<file path="src/rtl/seq_udiv_p48_b16_if.sv">
// Handshake/data bundle for seq_udiv_p48_b16: operand channel (p, b, carryin) and
// result channel (q, r, div_zero), each with its own valid/ready pair.
interface seq_udiv_p48_b16_if #(
   parameter int DW = 48,
   parameter int VW = 16
);
   logic          in_valid;
   logic          in_ready;
   logic [DW-1:0] p;
   logic [VW-1:0] b;
   logic          carryin;
   logic          out_valid;
   logic          out_ready;
   logic [DW-1:0] q;
   logic [VW-1:0] r;
   logic          div_zero;

   // master = producer of operands / consumer of results; slave = the divider
   modport master (
      output in_valid, p, b, carryin, out_ready,
      input  in_ready, out_valid, q, r, div_zero
   );

   modport slave (
      input  in_valid, p, b, carryin, out_ready,
      output in_ready, out_valid, q, r, div_zero
   );
endinterface

</file>
<file path="src/rtl/seq_udiv_p48_b16.sv">
// Multi-cycle unsigned restoring divider, one quotient bit per clock: q = p / b, r = p % b.
// Optional build macro SEQ_UDIV_CARRYIN_EN divides (p - carryin) to invert p = a*b + carryin.
module seq_udiv_p48_b16 #(
   parameter int DW = 48,
   parameter int VW = 16
) (
   input  logic                clk,
   input  logic                rst,
   seq_udiv_p48_b16_if.slave   bus,
   output logic [1:0]          dbg_state
);
   // Handshake: a transfer happens on a rising edge where valid && ready are both high.
   // A producer holds valid and data until that edge; ready never depends on valid here.

   localparam int CW = $clog2(DW);

   typedef enum logic [1:0] {
      S_IDLE = 2'd0,
      S_CALC = 2'd1,
      S_ZERO = 2'd2,
      S_DONE = 2'd3
   } state_t;

   state_t        state_q, state_d;
   logic [DW-1:0] dvd_q, dvd_d;
   logic [VW:0]   rem_q, rem_d;
   logic [VW-1:0] b_q, b_d;
   logic [CW-1:0] cnt_q, cnt_d;
   logic [DW-1:0] q_q, q_d;
   logic [VW-1:0] r_q, r_d;
   logic          dz_q, dz_d;

   logic [DW-1:0] dividend;
   logic [VW:0]   rem_shift;
   logic [VW:0]   rem_sub;
   logic          rem_ge;

`ifdef SEQ_UDIV_CARRYIN_EN
   assign dividend = bus.p - DW'(bus.carryin);
`else
   logic unused_carryin;
   assign unused_carryin = bus.carryin;
   assign dividend       = bus.p;
`endif

   // A set top bit of the partial remainder already means it exceeds any VW-bit divisor.
   assign rem_shift = {rem_q[VW-1:0], dvd_q[DW-1]};
   assign rem_ge    = rem_q[VW] | (rem_shift >= {1'b0, b_q});
   assign rem_sub   = rem_shift - {1'b0, b_q};

   always_comb begin
      state_d = state_q;
      dvd_d   = dvd_q;
      rem_d   = rem_q;
      b_d     = b_q;
      cnt_d   = cnt_q;
      q_d     = q_q;
      r_d     = r_q;
      dz_d    = dz_q;
      case (state_q)
         S_IDLE: begin
            if (bus.in_valid) begin
               dvd_d   = dividend;
               b_d     = bus.b;
               rem_d   = '0;
               cnt_d   = CW'(DW - 1);
               state_d = (bus.b == '0) ? S_ZERO : S_CALC;
            end
         end
         S_CALC: begin
            rem_d = rem_ge ? rem_sub : rem_shift;
            dvd_d = {dvd_q[DW-2:0], rem_ge};
            cnt_d = cnt_q - 1'b1;
            if (cnt_q == '0) begin
               q_d     = {dvd_q[DW-2:0], rem_ge};
               r_d     = rem_d[VW-1:0];
               dz_d    = 1'b0;
               state_d = S_DONE;
            end
         end
         S_ZERO: begin
            // Divide by zero: saturated quotient, the dividend's low bits as remainder.
            q_d     = '1;
            r_d     = dvd_q[VW-1:0];
            dz_d    = 1'b1;
            state_d = S_DONE;
         end
         S_DONE: begin
            if (bus.out_ready) begin
               state_d = S_IDLE;
            end
         end
         default: state_d = S_IDLE;
      endcase
   end

   always_ff @(posedge clk or posedge rst) begin
      if (rst) begin
         state_q <= S_IDLE;
         dvd_q   <= '0;
         rem_q   <= '0;
         b_q     <= '0;
         cnt_q   <= '0;
         q_q     <= '0;
         r_q     <= '0;
         dz_q    <= 1'b0;
      end else begin
         state_q <= state_d;
         dvd_q   <= dvd_d;
         rem_q   <= rem_d;
         b_q     <= b_d;
         cnt_q   <= cnt_d;
         q_q     <= q_d;
         r_q     <= r_d;
         dz_q    <= dz_d;
      end
   end

   assign bus.in_ready  = (state_q == S_IDLE);
   assign bus.out_valid = (state_q == S_DONE);
   assign bus.q         = q_q;
   assign bus.r         = r_q;
   assign bus.div_zero  = dz_q;
   assign dbg_state     = state_q;
endmodule

</file>
<file path="src/flat_wrapper.sv">
// flat-port wrapper written by rule: the top's interface ports become plain ports
module seq_udiv_p48_b16_flat 
#(
   parameter int DW = 48,
   parameter int VW = 16
)
  (clk, rst, dbg_state, bus_in_valid, bus_p, bus_b, bus_carryin, bus_out_ready, bus_in_ready, bus_out_valid, bus_q, bus_r, bus_div_zero);
  seq_udiv_p48_b16_if #(.DW(DW), .VW(VW)) bus_i ();
  input  logic clk;
  input  logic rst;
  output logic [1:0] dbg_state;
  input wire logic [$bits(bus_i.in_valid)-1:0] bus_in_valid;
  input wire logic [$bits(bus_i.p)-1:0] bus_p;
  input wire logic [$bits(bus_i.b)-1:0] bus_b;
  input wire logic [$bits(bus_i.carryin)-1:0] bus_carryin;
  input wire logic [$bits(bus_i.out_ready)-1:0] bus_out_ready;
  output wire logic [$bits(bus_i.in_ready)-1:0] bus_in_ready;
  output wire logic [$bits(bus_i.out_valid)-1:0] bus_out_valid;
  output wire logic [$bits(bus_i.q)-1:0] bus_q;
  output wire logic [$bits(bus_i.r)-1:0] bus_r;
  output wire logic [$bits(bus_i.div_zero)-1:0] bus_div_zero;
  assign bus_i.in_valid = bus_in_valid;
  assign bus_i.p = bus_p;
  assign bus_i.b = bus_b;
  assign bus_i.carryin = bus_carryin;
  assign bus_i.out_ready = bus_out_ready;
  assign bus_in_ready = bus_i.in_ready;
  assign bus_out_valid = bus_i.out_valid;
  assign bus_q = bus_i.q;
  assign bus_r = bus_i.r;
  assign bus_div_zero = bus_i.div_zero;
  seq_udiv_p48_b16 #(.DW(DW), .VW(VW)) u_core (.clk(clk), .rst(rst), .bus(bus_i), .dbg_state(dbg_state));
endmodule
</file>
<file path="config.mk">
export PLATFORM = sky130hd
export DESIGN_NAME = seq_udiv_p48_b16_flat
export DESIGN_NICKNAME = d
export VERILOG_FILES = /design/src/rtl/seq_udiv_p48_b16_if.sv /design/src/rtl/seq_udiv_p48_b16.sv /design/src/flat_wrapper.sv
export SDC_FILE = /design/constraint.sdc
export NUM_CORES = 1
export LEC_CHECK = 0
export ABC_CLOCK_PERIOD_IN_PS = 6250
export BUFFER_PORTS_ARGS = -buffer_cell sky130_fd_sc_hd__buf_4
export CORE_MARGIN = 5
export CORE_UTILIZATION = 31
export CTS_BUF_LIST = sky130_fd_sc_hd__clkbuf_8
export DETAILED_ROUTE_END_ITERATION = 6
export SYNTH_ARGS = -nofsm -noshare
export SYNTH_HDL_FRONTEND = slang
export SYNTH_SLANG_ARGS = --single-unit
</file>
<file path="constraint.sdc">
create_clock -name clk -period 6.25 [get_ports clk]
set_input_delay 0.3125 -clock clk [delete_from_list [all_inputs] [get_ports clk]]
set_output_delay 0.3125 -clock clk [all_outputs]
set_load 0.05 [all_outputs]
</file>
==> results of run 1 <==
-- synthesized netlist by cell type, types with 2 or more instances --
master / count
nand2b_1: 4
xor2_1: 8
clkbuf_1: 25
a21o_1: 7
mux2_2: 17
o21a_1: 3
nand4_1: 5
inv_1: 27
a21oi_4: 2
buf_1: 2
dfrtp_1: 154
xnor2_1: 9
nand3_1: 4
buf_2: 16
nor2_1: 129
nor4_1: 2
a21oi_1: 51
or3_1: 2
and3_1: 4
nand3b_1: 15
o21ai_1: 8
o211ai_2: 2
o21ai_2: 2
o32ai_1: 2
o22ai_1: 46
ha_1: 22
and2_1: 4
o22a_1: 40
mux2i_1: 16
a31oi_1: 4
o21ai_0: 38
nand2_1: 40
-- worst max-delay path, cell delays in order (launching register included) --
cell	delay, ps
dfrtp_1	420
inv_1	120
ha_1	150
buf_4	270
inv_1	180
nor4b_2	300
nand2_1	620
o21ai_4	720
buf_4	490
nand3b_1	110
o21ai_0	90
a21oi_1	70
-- kinds of logic after synthesis --
logic type / after synthesis
adders and majority gates: 23
AOI/OAI and AO/OA: 218
xor gates and xnor gates: 17
DFF: 154
muxes: 33
and+or+nand+nor: 217
buffers and inverters: 72
-- registers in the layout, summed over array words and instances (netlist names) --
name	count
u_core.cnt_q	6
u_core.rem_q	17
u_core.bus.q	48
u_core.dbg_state	2
u_core.b_q	16
u_core.dvd_q	48
u_core.bus.div_zero	1
u_core.bus.r	16
-- repair_timing --
action	CTS	global route
hold buffers	1	0
endpoints found under the setup margin	0	0
hold endpoints to repair	69	0
-- stage by stage --
| stage | instances | utilization | setup slack [ps] | hold slack (ps) |
|---|---|---|---|---|
| after detailed placement | 1154 | 0.371 | 2560 | 461 |
| after global routing | 1187 | 0.387 | 2180 | 72.8 |
| after floorplan | 734 | - | 1790 | 450 |
| after global placement | 1154 | 0.371 | 2580 | 464 |
| final | 1187 | 0.387 | 2530 | 92.4 |
| after CTS | 1187 | 0.387 | 2480 | 63.9 |
-- power by group --
group	total, mW	internal [mW]	switching (mW)
combinational	2.36	0.870	1.49
clock	0.700	0.299	0.402
sequential	1.54	1.30	0.240
-- final timing paths --
kind	startpoint	to	cells past startpoint
min in group asynchronous	rst	u_core.dvd_q[38]$_DFFE_PP0P_	3
min	bus_b[15]	u_core.b_q[15]$_DFFE_PP0P_	2
max reg2reg	u_core.dbg_state[1]$_DFFE_PP0P_	u_core.bus.r[15]$_DFFE_PP0P_	11
max	u_core.dbg_state[1]$_DFFE_PP0P_	u_core.bus.r[15]$_DFFE_PP0P_	11
min reg2reg	u_core.cnt_q[0]$_DFFE_PP0P_	u_core.cnt_q[0]$_DFFE_PP0P_	1
max in group asynchronous	rst	u_core.dvd_q[0]$_DFFE_PP0P_	4
-- final cells by class --
type                            instances  area share
Clock buffer                           19      0.0289
Clock inverter                         13      0.0108
Inverter                               27      0.0117
Multi-Input combinational cell        508       0.357
Sequential cell                       154       0.426
Tap cell                              319      0.0441
Timing Repair Buffer                  147       0.122
-- routing by layer --
| layer | vias up | part of all wire | track usage | wire length (um) |
|---|---|---|---|---|
| met5 | - | 0 | 0 | 0 |
| met3 | 14 | 0.064 | 0.0444 | 1300 |
| met4 | 0 | 0.012 | 0.0412 | 244 |
| met1 | 2926 | 0.45 | 0.204 | 9060 |
| met2 | 131 | 0.48 | 0.241 | 9730 |
| li1 | 2846 | - | - | - |
==> results by group, run 1 <==
Layout
  • Multi-input gate area: 3230 um2
  • Area Overhead vs Synth: 23.0%
  • Commonest non-fill, non-tap cell in the layout: dfrtp_1
  • Layout Nets: 947
  • Area of all sequential standard cells: 3850 um2
  • Final instance area: 9050 um2
  • Final-layout fill cell count: 2,355
  • Commonest cells after routing, fill and taps aside: 154 x dfrtp_1, 146 x buf_4, 129 x nor2_1, 51 x a21oi_1, 46 x o22ai_1
  • Share of cells above drive strength 1: 0.242
  • N_diodes: 0

Timing
  • FMAX: 269 MHz
  • RSZ-0062 raised after global routing: false
  • Fin. max-slew vios: 0
  • Hold Fails Final Rpt: 0
  • Finish-stage setup viols: 0
  • Period minus WS final: 3720 ps
  • Worst slew margin: 0.220
  • Fin crit share: 0.595
  • Clock Skew: 20.3 ps
  • Worst slew pin tran: 1170 ps
  • Setup TNS: 0 ps

Synth
  • Mapped Cells: 734
  • Syn_nets: 826
  • Largest family of logic cells by synthesized area: compound AO/OA/AOI/OAI gates
  • Xor and xnor fraction of the mapped netlist area: 0.0202
  • Synth async-reset ratio: 1.00
  • Synth top area share: 0.524
  • Top FF cell, synth: dfrtp_1
  • Leading area contributor after synthesis: dfrtp_1
  • Compound-cell area share of the yosys netlist: 0.195
  • Mapped cell area: 7360 um2
  • Synth top area cells: dfrtp_1 52%, nor2_1 6.6%, o22a_1 4.8%
  • Unique masters post-synth: 56
  • Post-synthesis adder-cell area fraction: 0.0401
  • Syn_area_per_cell: 10.0 um2
  • Warnings, synthesis: 0
  • Number of synthesized flops with an enable pin: 0
  • Register area share after synthesis: 0.524
  • FF+latch count, synth: 154
  • Post-Synth Simple-Gate Area: 0.132
  • Mux cell area share after synthesis: 0.0478

Clocking
  • CTS sink cnt: 154
  • # Post-CTS Setup Buffers: 0
  • CTS root buf: clkbuf_8
  • Post-CTS Resized: 0
  • Clock latency on the worst-skew pair: 460 ps
  • Clock buffer depth: 2
  • Clk slew on worst S/H paths: 90 ps
  • TritonCTS clock tree: built
  • Cts bufs inserted: 17
  • H-tree depth: 4

Floorplan
  • Initial Util: 0.314
  • Die Y: 164 um
  • Row Count: 56
  • DIE AREA: 26,900 um2
  • Die width: 164 um
  • Core ar.: 23,400 um2
  • I/O Pins: 138

Worst hold path
  • Hold Path Class: in -> reg

Route
  • Vias per cell: 4.98
  • Initial DRC count: 290
  • Routed Antenna Nets: 0
  • Via count: 5,917
  • # DRC: 0
  • DRT Wirelength: 20.3 mm
  • DR WL/cell: 17.1 um
  • TritonRoute pass-1 iters: 5

Global routing
  • Initial antenna violation count: 0
  • Largest net degree at the start of global routing: 72
  • First-pass GRT wire length: 32.3 mm
  • Vias in the first global route: 5,983
  • Overflow after GRT: 0
  • All-Layer GR Usage: 0.152

Power and ir drop
  • Leakage: 3.79 nW
  • Peak supply drop: 233 uV
  • Overall power: 4.60 mW
  • Pwr dens: 508 nW/um2

Critical path
  • R2R setup slack: 2530 ps
  • Worst path required time: 6560 ps
  • Top fanout value on the critical path: 38
  • Critical Path End Type: flip-flop
  • WS Path Type: reg -> reg
  • CP startpoint kind: flip-flop
  • WP data arrival: 4030 ps

Status
  • Status: finished clean

Place
  • Final GP Congestion: 0.804
  • Port-buffer cells: 136
  • Placed Area: 8680 um2
  • DP Wirelength: 14.2 mm

Job
  • Max-cap viol count: 0
Note: power is estimated with default switching activity, not from simulation.
==> run 2: changes to the inputs <==
- ABC_AREA: default -> 1
- ABC_CLOCK_PERIOD_IN_PS: 6250 -> 3900
- clock period: 6.25 -> 3.9 ns (I/O delays scaled with it)
==> run 2 against run 1 <==
The run now ends with negative hold slack left. Combinational power grew 46%. Critical path depth shrank 4. Sequential cell count is the same. Sequential share of layout area shrank 4.2 points. Die area grew 4.5%. Total power grew 53%. Setup slack lost 1200 ps. Critical path type unchanged. Critical endpoint is now u_core.bus.q[40]$_DFFE_PP0P_. Largest power group unchanged.
==> results by group, run 2 <==
Power and ir drop
  • Pwr dens: 701 nW/um2
  • P_int: 3.72 mW
  • Sw frac: 0.473
  • Net Switching: 3.33 mW
  • Comb power frac: 0.490
  • Clock power share: 0.176
  • Register share of total power: 0.334
  • Leakage: 4.97 nW
  • Peak supply drop: 496 uV
  • Overall power: 7.04 mW

Timing
  • Worst slew margin: 0.349
  • Fin. max-slew vios: 0
  • Hold_ws: -131 ps
  • Fin crit share: 0.663
  • Worst slew pin tran: 976 ps
  • Period minus WS final: 2590 ps
  • Hold Fails Final Rpt: 49
  • RSZ-0062 raised after global routing: false
  • Setup TNS: 0 ps
  • Clock Skew: 17.8 ps
  • FMAX: 387 MHz
  • Finish-stage setup viols: 0

Critical path
  • CP Depth: 7
  • R2R Path Start: u_core.dbg_state[0]$_DFFE_PP0P_
  • Crit path launch: u_core.dbg_state[0]$_DFFE_PP0P_
  • Worst path top cell family by delay: adder cells
  • CP Cell Sequence: inv_1 > ha_1 > nand2_2 > nand2_2 > buf_4 > nor2_1 > a21oi_1
  • R2R setup slack: 1310 ps
  • Critical Path End Type: flip-flop
  • Reg-to-reg endpoint: u_core.bus.q[40]$_DFFE_PP0P_
  • CP max stage cell: ha_1
  • CP endpoint: u_core.bus.q[40]$_DFFE_PP0P_
  • Crit path largest cell delay: 790 ps
  • Worst path required time: 4290 ps
  • CP startpoint kind: flip-flop
  • WS Path Type: reg -> reg
  • Most frequent CP cell: nand2_2
  • Reg2reg path depth: 7
  • Worst path bufs/invs: 2
  • WP data arrival: 2970 ps
  • Top fanout value on the critical path: 41

Place
  • Port-buffer cells: 136
  • Final GP Congestion: 0.886
  • Cells after DPL: 1,377
  • DP Wirelength: 15.0 mm

Synth
  • Xor and xnor fraction of the mapped netlist area: 0.00795
  • Mapped cell area: 7710 um2
  • Mux cell area share after synthesis: 0.00146
  • Warnings, synthesis: 0
  • Post-Synth Simple-Gate Area: 0.221
  • Syn_nets: 1,037
  • Leading area contributor after synthesis: dfrtp_1
  • Unique masters post-synth: 39
  • Mapped Cells: 945
  • Synth top area cells: dfrtp_1 50%, nand2_1 11%, inv_1 5.7%
  • Most frequent cells after synthesis: 232 x nand2_1, 154 x dfrtp_1, 117 x inv_1, 83 x a21oi_1, 77 x nor2_1
  • Register area share after synthesis: 0.500
  • FF+latch count, synth: 154
  • Post-synthesis adder-cell area fraction: 0.0383
  • Synth top area share: 0.500
  • Compound-cell area share of the yosys netlist: 0.149
  • Largest family of logic cells by synthesized area: simple AND/OR/NAND/NOR gates
  • Synth async-reset ratio: 1.00
  • Syn_area_per_cell: 8.16 um2
  • Count leader, synth: nand2_1
  • Top FF cell, synth: dfrtp_1
  • Number of synthesized flops with an enable pin: 0

Route
  • Initial DRC count: 545
  • Via count: 6,930
  • # DRC: 0
  • Routed Antenna Nets: 0
  • DRT Wirelength: 22.2 mm
  • Vias per cell: 4.73
  • TritonRoute pass-1 iters: 7
  • DR WL/cell: 15.2 um

Layout
  • Share of cells above drive strength 1: 0.188
  • Final std cells w/o fill: 1,466
  • Layout Nets: 1,221
  • Area Overhead vs Synth: 30.3%
  • Commonest non-fill, non-tap cell in the layout: nand2_1
  • Commonest cells after routing, fill and taps aside: 232 x nand2_1, 154 x dfrtp_1, 146 x buf_4, 116 x inv_1, 83 x a21oi_1
  • N_diodes: 0
  • Post-layout util: 0.412

Floorplan
  • DIE AREA: 28,100 um2
  • Die width: 168 um
  • Core ar.: 24,400 um2
  • Initial Util: 0.316
  • Row Count: 57
  • Die Y: 168 um
  • I/O Pins: 138

Global routing
  • All-Layer GR Usage: 0.159
  • Largest net degree at the start of global routing: 155
  • Vias in the first global route: 6,985
  • Initial antenna violation count: 0
  • Overflow after GRT: 0
  • First-pass GRT wire length: 36.5 mm

Clocking
  • TritonCTS clock tree: built
  • CTS root buf: clkbuf_8
  • Post-CTS Resized: 0
  • Clock latency on the worst-skew pair: 460 ps
  • Hold-fix buffers, CTS: 57
  • Clock buffer depth: 2
  • H-tree depth: 4
  • CTS sink cnt: 154
  • # Post-CTS Setup Buffers: 0
  • Clk slew on worst S/H paths: 90 ps
  • Cts bufs inserted: 17

Status
  • Status: finished with violations
  • Failing checks: negative hold slack

Job
  • Max-cap viol count: 0

Worst hold path
  • Hold Path Class: in -> async
-- run 2: per-layer routing --
| layer | global-route usage | up-vias | wire length, um |
|---|---|---|---|
| met5 | 0 | - | 0 |
| met1 | 0.216 | 3323 | 10300 |
| met3 | 0.0250 | 31 | 771 |
| met4 | 0.0554 | 0 | 472 |
| met2 | 0.260 | 152 | 10700 |
| li1 | - | 3424 | - |
-- run 2: worst min path at each step --
stage | slack, ps | endpoint | depth (start not counted)
6_report | -130 | u_core.b_q[15]$_DFFE_PP0P_ | 3
5_1_grt | 6 | u_core.dvd_q[7]$_DFFE_PP0P_ | 3
3_3_place_gp | 440 | u_core.dvd_q[20]$_DFFE_PP0P_ | 3
4_1_cts | 0.07 | u_core.dvd_q[5]$_DFFE_PP0P_ | 3
2_1_floorplan | 340 | u_core.dvd_q[46]$_DFFE_PP0P_ | 2
3_5_place_dp | 440 | u_core.dvd_q[46]$_DFFE_PP0P_ | 3
-- run 2: cell type report --
| cell class | count | area [um2] |
|---|---|---|
| Sequential cell | 154 | 3850 |
| Timing Repair Buffer | 204 | 1690 |
| Tap cell | 324 | 405 |
| Fill cell | 2468 | 14300 |
| Clock buffer | 18 | 248 |
| Inverter | 121 | 458 |
| Clock inverter | 14 | 153 |
| Multi-Input combinational cell | 631 | 3240 |
-- run 2: tightest hold or removal path, stage by stage --
cell and delay [ps]:
buf_4 120, clkinvlp_4 70, buf_12 430
-- run 2: logic make-up (layout without fill, tap and decap cells) --
family	count (synthesis)	after routing
simple gates	400	400
compound gates	200	200
buf+inv	160	357
flops	154	154
fa+ha+maj	23	23
xor+xnor	7	7
mux	1	1
-- run 2: stage by stage --
stage | area [um2] | setup WS, ps
final | 10000 | 1310
after global routing | 10000 | 1060
after CTS | 10000 | 1320
after detailed placement | 9070 | 1350
after global placement | 9070 | 1380
after floorplan | 7720 | 1470
-- run 2: power by group through the flow --
| stage | logic (mW) | registers [mW] | clock network, mW |
|---|---|---|---|
| after detailed placement | 3.42 | 2.38 | 0 |
| after global routing | 3.89 | 2.40 | 1.35 |
| after global placement | 3.38 | 2.37 | 0 |
| final | 3.45 | 2.35 | 1.24 |
| after CTS | 3.49 | 2.35 | 1.29 |
| after floorplan | 2.21 | 2.63 | 0 |
